--- src/rtl/core_pkg.sv ---
// core_pkg: shared register-file constants and the address legality check.
// Holds the ISA register counts (RV32I / RV32E), the register address width and
// reg_valid(), which accepts only non-zero addresses below the register count.
package core_pkg;
  localparam int REG_ADDR_W     = 5;
  localparam int NUM_REGS_RV32I = 32;
  localparam int NUM_REGS_RV32E = 16;

  function automatic logic reg_valid(input logic [REG_ADDR_W-1:0] addr, input int num_regs);
    return (addr != '0) && (int'(addr) < num_regs);
  endfunction
endpackage

--- src/rtl/regfile_read_port.sv ---
// regfile_read_port: one combinational read port of the register file.
// Ports:
//   i_rst      - reset level, forces the port to read 0 / not busy
//   i_addr     - read address
//   i_regs     - register array contents
//   i_busy     - pending-write bits
//   i_wb_*     - current write-back, forwarded when BYPASS is set
//   o_rd_data  - read data
//   o_rd_busy  - addressed register has an outstanding write
module regfile_read_port
  import core_pkg::*;
#(
  parameter int XLEN     = 32,
  parameter int NUM_REGS = 32,
  parameter int BYPASS   = 1
) (
  input  logic                           i_rst,
  input  logic [REG_ADDR_W-1:0]          i_addr,
  input  logic [NUM_REGS-1:0][XLEN-1:0]  i_regs,
  input  logic [NUM_REGS-1:0]            i_busy,
  input  logic                           i_wb_en,
  input  logic [REG_ADDR_W-1:0]          i_wb_addr,
  input  logic [XLEN-1:0]                i_wb_data,
  output logic [XLEN-1:0]                o_rd_data,
  output logic                           o_rd_busy
);
  localparam int IW = $clog2(NUM_REGS);

  logic          w_valid;
  logic          w_hit;
  logic [IW-1:0] w_idx;

  // x0 and out-of-range addresses read as 0 / not busy; the index is only
  // used once the address is known to be in range, so no aliasing occurs.
  always_comb begin
    w_valid   = reg_valid(i_addr, NUM_REGS);
    w_hit     = (BYPASS != 0) && i_wb_en && (i_wb_addr == i_addr);
    w_idx     = i_addr[IW-1:0];
    o_rd_data = (i_rst || !w_valid) ? '0 : w_hit ? i_wb_data : i_regs[w_idx];
    o_rd_busy = !i_rst && w_valid && !w_hit && i_busy[w_idx];
  end
endmodule

--- src/rtl/regfile_scoreboard.sv ---
// regfile_scoreboard: integer register file with per-register pending-write scoreboard.
// Ports:
//   clk_i, reset_i         - clock, asynchronous active-high reset
//   rd_addr_i / rd_data_o  - NUM_READ_PORTS combinational read ports, packed per port
//   rd_busy_o              - per-port busy flag of the addressed register
//   wb_en_i/addr/data      - write-back, clears the destination busy bit
//   issue_en_i/addr        - issue of a producer, sets the destination busy bit
//   flush_i                - clears every busy bit, overrides issue
module regfile_scoreboard
  import core_pkg::*;
#(
  parameter int XLEN           = 32,
  parameter int NUM_REGS       = NUM_REGS_RV32I,
  parameter int NUM_READ_PORTS = 2,
  parameter int BYPASS         = 1
) (
  input  logic                                 clk_i,
  input  logic                                 reset_i,
  input  logic [NUM_READ_PORTS*REG_ADDR_W-1:0] rd_addr_i,
  output logic [NUM_READ_PORTS*XLEN-1:0]       rd_data_o,
  output logic [NUM_READ_PORTS-1:0]            rd_busy_o,
  input  logic                                 wb_en_i,
  input  logic [REG_ADDR_W-1:0]                wb_addr_i,
  input  logic [XLEN-1:0]                      wb_data_i,
  input  logic                                 issue_en_i,
  input  logic [REG_ADDR_W-1:0]                issue_addr_i,
  input  logic                                 flush_i
);
  logic [NUM_REGS-1:0][XLEN-1:0] r_regs;
  logic [NUM_REGS-1:0]           r_busy;
  logic                          w_wb_ok;
  logic                          w_iss_ok;

  // Flush suppresses the issue so a flushed producer never leaves a mark.
  always_comb begin
    w_wb_ok  = wb_en_i && reg_valid(wb_addr_i, NUM_REGS);
    w_iss_ok = issue_en_i && !flush_i && reg_valid(issue_addr_i, NUM_REGS);
  end

  // Entry 0 is never addressed by a valid write or issue, so it stays 0.
  // Issue is checked before the write-back clear: a new producer wins.
  always_ff @(posedge clk_i or posedge reset_i) begin
    if (reset_i) begin
      r_regs <= '0;
      r_busy <= '0;
    end else begin
      for (int r = 0; r < NUM_REGS; r++) begin
        if (w_wb_ok && wb_addr_i == REG_ADDR_W'(r)) r_regs[r] <= wb_data_i;
        r_busy[r] <= (w_iss_ok && issue_addr_i == REG_ADDR_W'(r)) ? 1'b1 :
                     (flush_i || (w_wb_ok && wb_addr_i == REG_ADDR_W'(r))) ? 1'b0 : r_busy[r];
      end
    end
  end

  for (genvar p = 0; p < NUM_READ_PORTS; p++) begin : g_rd
    regfile_read_port #(
      .XLEN     (XLEN),
      .NUM_REGS (NUM_REGS),
      .BYPASS   (BYPASS)
    ) u_port (
      .i_rst     (reset_i),
      .i_addr    (rd_addr_i[p*REG_ADDR_W +: REG_ADDR_W]),
      .i_regs    (r_regs),
      .i_busy    (r_busy),
      .i_wb_en   (wb_en_i),
      .i_wb_addr (wb_addr_i),
      .i_wb_data (wb_data_i),
      .o_rd_data (rd_data_o[p*XLEN +: XLEN]),
      .o_rd_busy (rd_busy_o[p])
    );
  end
endmodule

--- config.mk ---
export PLATFORM = sky130hd
export DESIGN_NAME = regfile_scoreboard
export DESIGN_NICKNAME = d
export VERILOG_FILES = /design/src/rtl/core_pkg.sv /design/src/rtl/regfile_read_port.sv /design/src/rtl/regfile_scoreboard.sv
export SDC_FILE = /design/constraint.sdc
export NUM_CORES = 2
export LEC_CHECK = 0
export ABC_AREA = 0
export BUFFER_PORTS_ARGS = -buffer_cell sky130_fd_sc_hd__buf_2
export CORE_ASPECT_RATIO = 0.75
export CORE_MARGIN = 4
export CORE_UTILIZATION = 40
export CTS_CLUSTER_SIZE = 40
export DETAILED_ROUTE_END_ITERATION = 7
export PLACE_DENSITY = 0.55
export SLEW_MARGIN = 10
export SYNTH_ARGS = -nofsm -noshare
export SYNTH_HDL_FRONTEND = slang
export SYNTH_SLANG_ARGS = --single-unit
export TNS_END_PERCENT = 20
--- constraint.sdc ---
create_clock -name clk_i -period 43.7 [get_ports clk_i]
set_input_delay 8.74 -clock clk_i [delete_from_list [all_inputs] [get_ports clk_i]]
set_output_delay 8.74 -clock clk_i [all_outputs]
set_load 0.005 [all_outputs]
==> impl_metrics.env <==
export IMPL_p_per_area_nw_per_um2=45.5
export IMPL_cts_hold_buf=0
export IMPL_hpwl_um=107000
export IMPL_start_kind="input port"
export IMPL_slew_headroom_pct=16.5
export IMPL_min_path_cells=0
export IMPL_power_mw=2.85
export IMPL_synth_distinct_cells=52
export IMPL_cts_max_level=3
export IMPL_synth_most_common_cell="dfrtp_1"
export IMPL_ys_ff_latch=1056
export IMPL_die_area_um2=149000
export IMPL_netlist_top_cells_count="dfrtp_1 (1,056), mux2_2 (998), mux2i_1 (416)"
export IMPL_post_cts_resized=0
export IMPL_place_gp_congestion=0.782
export IMPL_cp_max_fo=66
export IMPL_skew_ns=0
export IMPL_yosysWarnings=0
export IMPL_crit_top_cell="buf_4"
export IMPL_yosysTopAreaCellShare_pct=46.4
export IMPL_cts_tree="built"
export IMPL_first_pass_iters=5
export IMPL_critPathBufInv=5
export IMPL_outcome="completed"
export IMPL_cp_depth=10
export IMPL_drt_iter0_drc=4583
export IMPL_yosys_area_top_type="dfrtp_1"
export IMPL_antenna_found_initial=9
export IMPL_via_per_inst=6.54
export IMPL_setup_worst_path_class="input port to output pin"
export IMPL_ioPinCount=123
export IMPL_port_buffers=122
export IMPL_wl_per_cell_um=34.8
export IMPL_worst_setup_path_end_kind="output pin"
export IMPL_syn_avg_cell_area_um2=13.9
export IMPL_start_util_pct=40.4
export IMPL_rows=119
export IMPL_crit_chain="buf_8 > buf_4 > buf_4 > nand3b_1 > buf_4 > o22ai_1 > a211oi_1 > a22oi_1 > a22o_1 > buf_2"
export IMPL_syn_inst=4106
export IMPL_die_y_um=335
export IMPL_cts_buffers=113
export IMPL_setup_viol=0
export IMPL_grtUsageTotal_pct=27.4
export IMPL_fin_crit_sh_pct=50.0
export IMPL_cts_sinks=1056
export IMPL_r2r_setup_slack_ns=42.89
export IMPL_min_period_ns=21.85
export IMPL_drv_cap=0
export IMPL_die_w_um=444
export IMPL_layout_drive_gt1_share_pct=43.4
export IMPL_finalMaxSlewViolations=0
export IMPL_syn_num_nets=4163
export IMPL_cp_required_ns=34.96
export IMPL_route_antenna_remaining_nets=0
export IMPL_ys_seq_area_share_pct=46.4
export IMPL_dominantRegCellSynth="dfrtp_1"
export IMPL_critPathArrivalTime_ns=13.11
export IMPL_routed_wl_um=206000
export IMPL_vias=38700
export IMPL_cts_buffer_depth=3
export IMPL_slowest_stage="buf_4"
export IMPL_hp_class="flip-flop to flip-flop"
export IMPL_grt_pass1_wl_um=296000
export IMPL_synth_area_leaders="dfrtp_1 (46%), mux2_2 (20%), mux4_2 (12%), mux2i_1 (7.3%), a221oi_1 (1.8%)"
export IMPL_fillCellCount=12700
export IMPL_tns_ns=0
export IMPL_area_delta_synth_final_pct=9.98
export IMPL_gr_total_overflow=0
export IMPL_synth_async_reset_ratio_pct=100
export IMPL_grt_max_degree=174
export IMPL_clock_latency_ns=0.73
export IMPL_grt_pass1_vias=38700
export IMPL_fin_util_pct=44.5
export IMPL_grt_setup_unrepaired="false"
export IMPL_clk_pin_slew_worst_paths_ns=0.06
export IMPL_cp_slowest_stage_delay_ns=0.85
export IMPL_core_area_um2=141000
export IMPL_synth_edf_count=0
export IMPL_peakVddDrop_mv=0.0395
export IMPL_postCtsSetupRepairBufs=0
export IMPL_finalNetCount=4005
export IMPL_leakage_nw=27.5
export IMPL_netlist_area_um2=57000
export IMPL_fmax_mhz=45.8
export IMPL_reg2regPathDepth=1
export IMPL_clockRootBuffer="clkbuf_16"
export IMPL_drc=0
export IMPL_hold_violations=0
export IMPL_crit_family="buffers and inverters"
export IMPL_tightest_slew_ns=1.24
==> per-layer routing <==
metal  vias to the layer above  part of all wire (%)  wire [µm]  global-route usage (%)
li1                      15600                     -          -                       -
met1                     21100                    45      93400                    40.2
met2                      1641                    44      90600                    41.3
met3                       344                   7.6      15700                    5.72
met4                         0                   2.9       6010                    7.06
met5                         -                     0          0                       0
==> power by group <==
part           total (mW)  switching, mW  internal, mW
Combinational       0.546          0.241         0.305
Clock                1.01          0.426         0.588
Sequential           1.29          0.135          1.16
Total                2.85          0.802          2.05
==> final timing paths <==
check                                              from                       to
worst max-delay path                       rd_addr_i[5]            rd_data_o[45]
worst min-delay path             r_regs[29]$_DFFE_PP0P_   r_regs[29]$_DFFE_PP0P_
worst max register to register  r_regs[773]$_DFFE_PP0P_  r_regs[773]$_DFFE_PP0P_
worst min register to register   r_regs[29]$_DFFE_PP0P_   r_regs[29]$_DFFE_PP0P_
max in group asynchronous                       reset_i   r_regs[81]$_DFFE_PP0P_
min in group asynchronous                       reset_i  r_regs[413]$_DFFE_PP0P_
==> final cells by class <==
class,instances,area (µm²),share of cell area (%)
clock inverters,39,527,0.840
multi-input cells,2560,28600,45.7
clock buffers,168,3350,5.34
diodes,4,10.0,0.0160
well taps,1875,2350,3.74
flip-flops and latches,1056,26400,42.1
inverters,16,68.8,0.110
repair buffers,201,1320,2.11
==> cells by family after synthesis <==
group           count (synthesis)  share of synthesized area [%]
mux                          1740                           40.0
flops                        1056                           46.4
compound gates                590                           7.64
buf+inv                       490                           3.95
simple gates                  220                           1.92
xor+xnor                       10                          0.154
==> flip-flops by register name (all words and copies together) (netlist names) <==
name    count
r_busy     32
r_regs   1024
==> stage by stage <==
| step | setup WS [ns] | std cells | instance area [µm²] | hold slack, ns |
|---|---|---|---|---|
| 3_3_place_gp | 21.89 | 5708 | 58800 | 0.384 |
| 5_1_grt | 21.59 | 5916 | 62700 | 0.410 |
| 3_5_place_dp | 21.87 | 5708 | 58800 | 0.384 |
| 4_1_cts | 21.85 | 5915 | 62700 | 0.397 |
| 6_report | 21.85 | 5919 | 62700 | 0.400 |
| 2_1_floorplan | 8.34 | 4106 | 57000 | 0.438 |
==> layout by cell type, fill, tap and decap left out, types with 32 or more instances in the layout <==
cell type,count
clkbuf_16,114
mux2i_1,416
o21ai_0,110
a22oi_1,76
o221ai_1,32
dfrtp_1,1056
buf_2,113
a221oi_1,120
mux4_2,313
o22ai_1,37
a21oi_1,69
a22o_1,38
mux2_2,998
buf_4,78
nand2_1,87
Note: power is estimated with default switching activity, not from simulation.
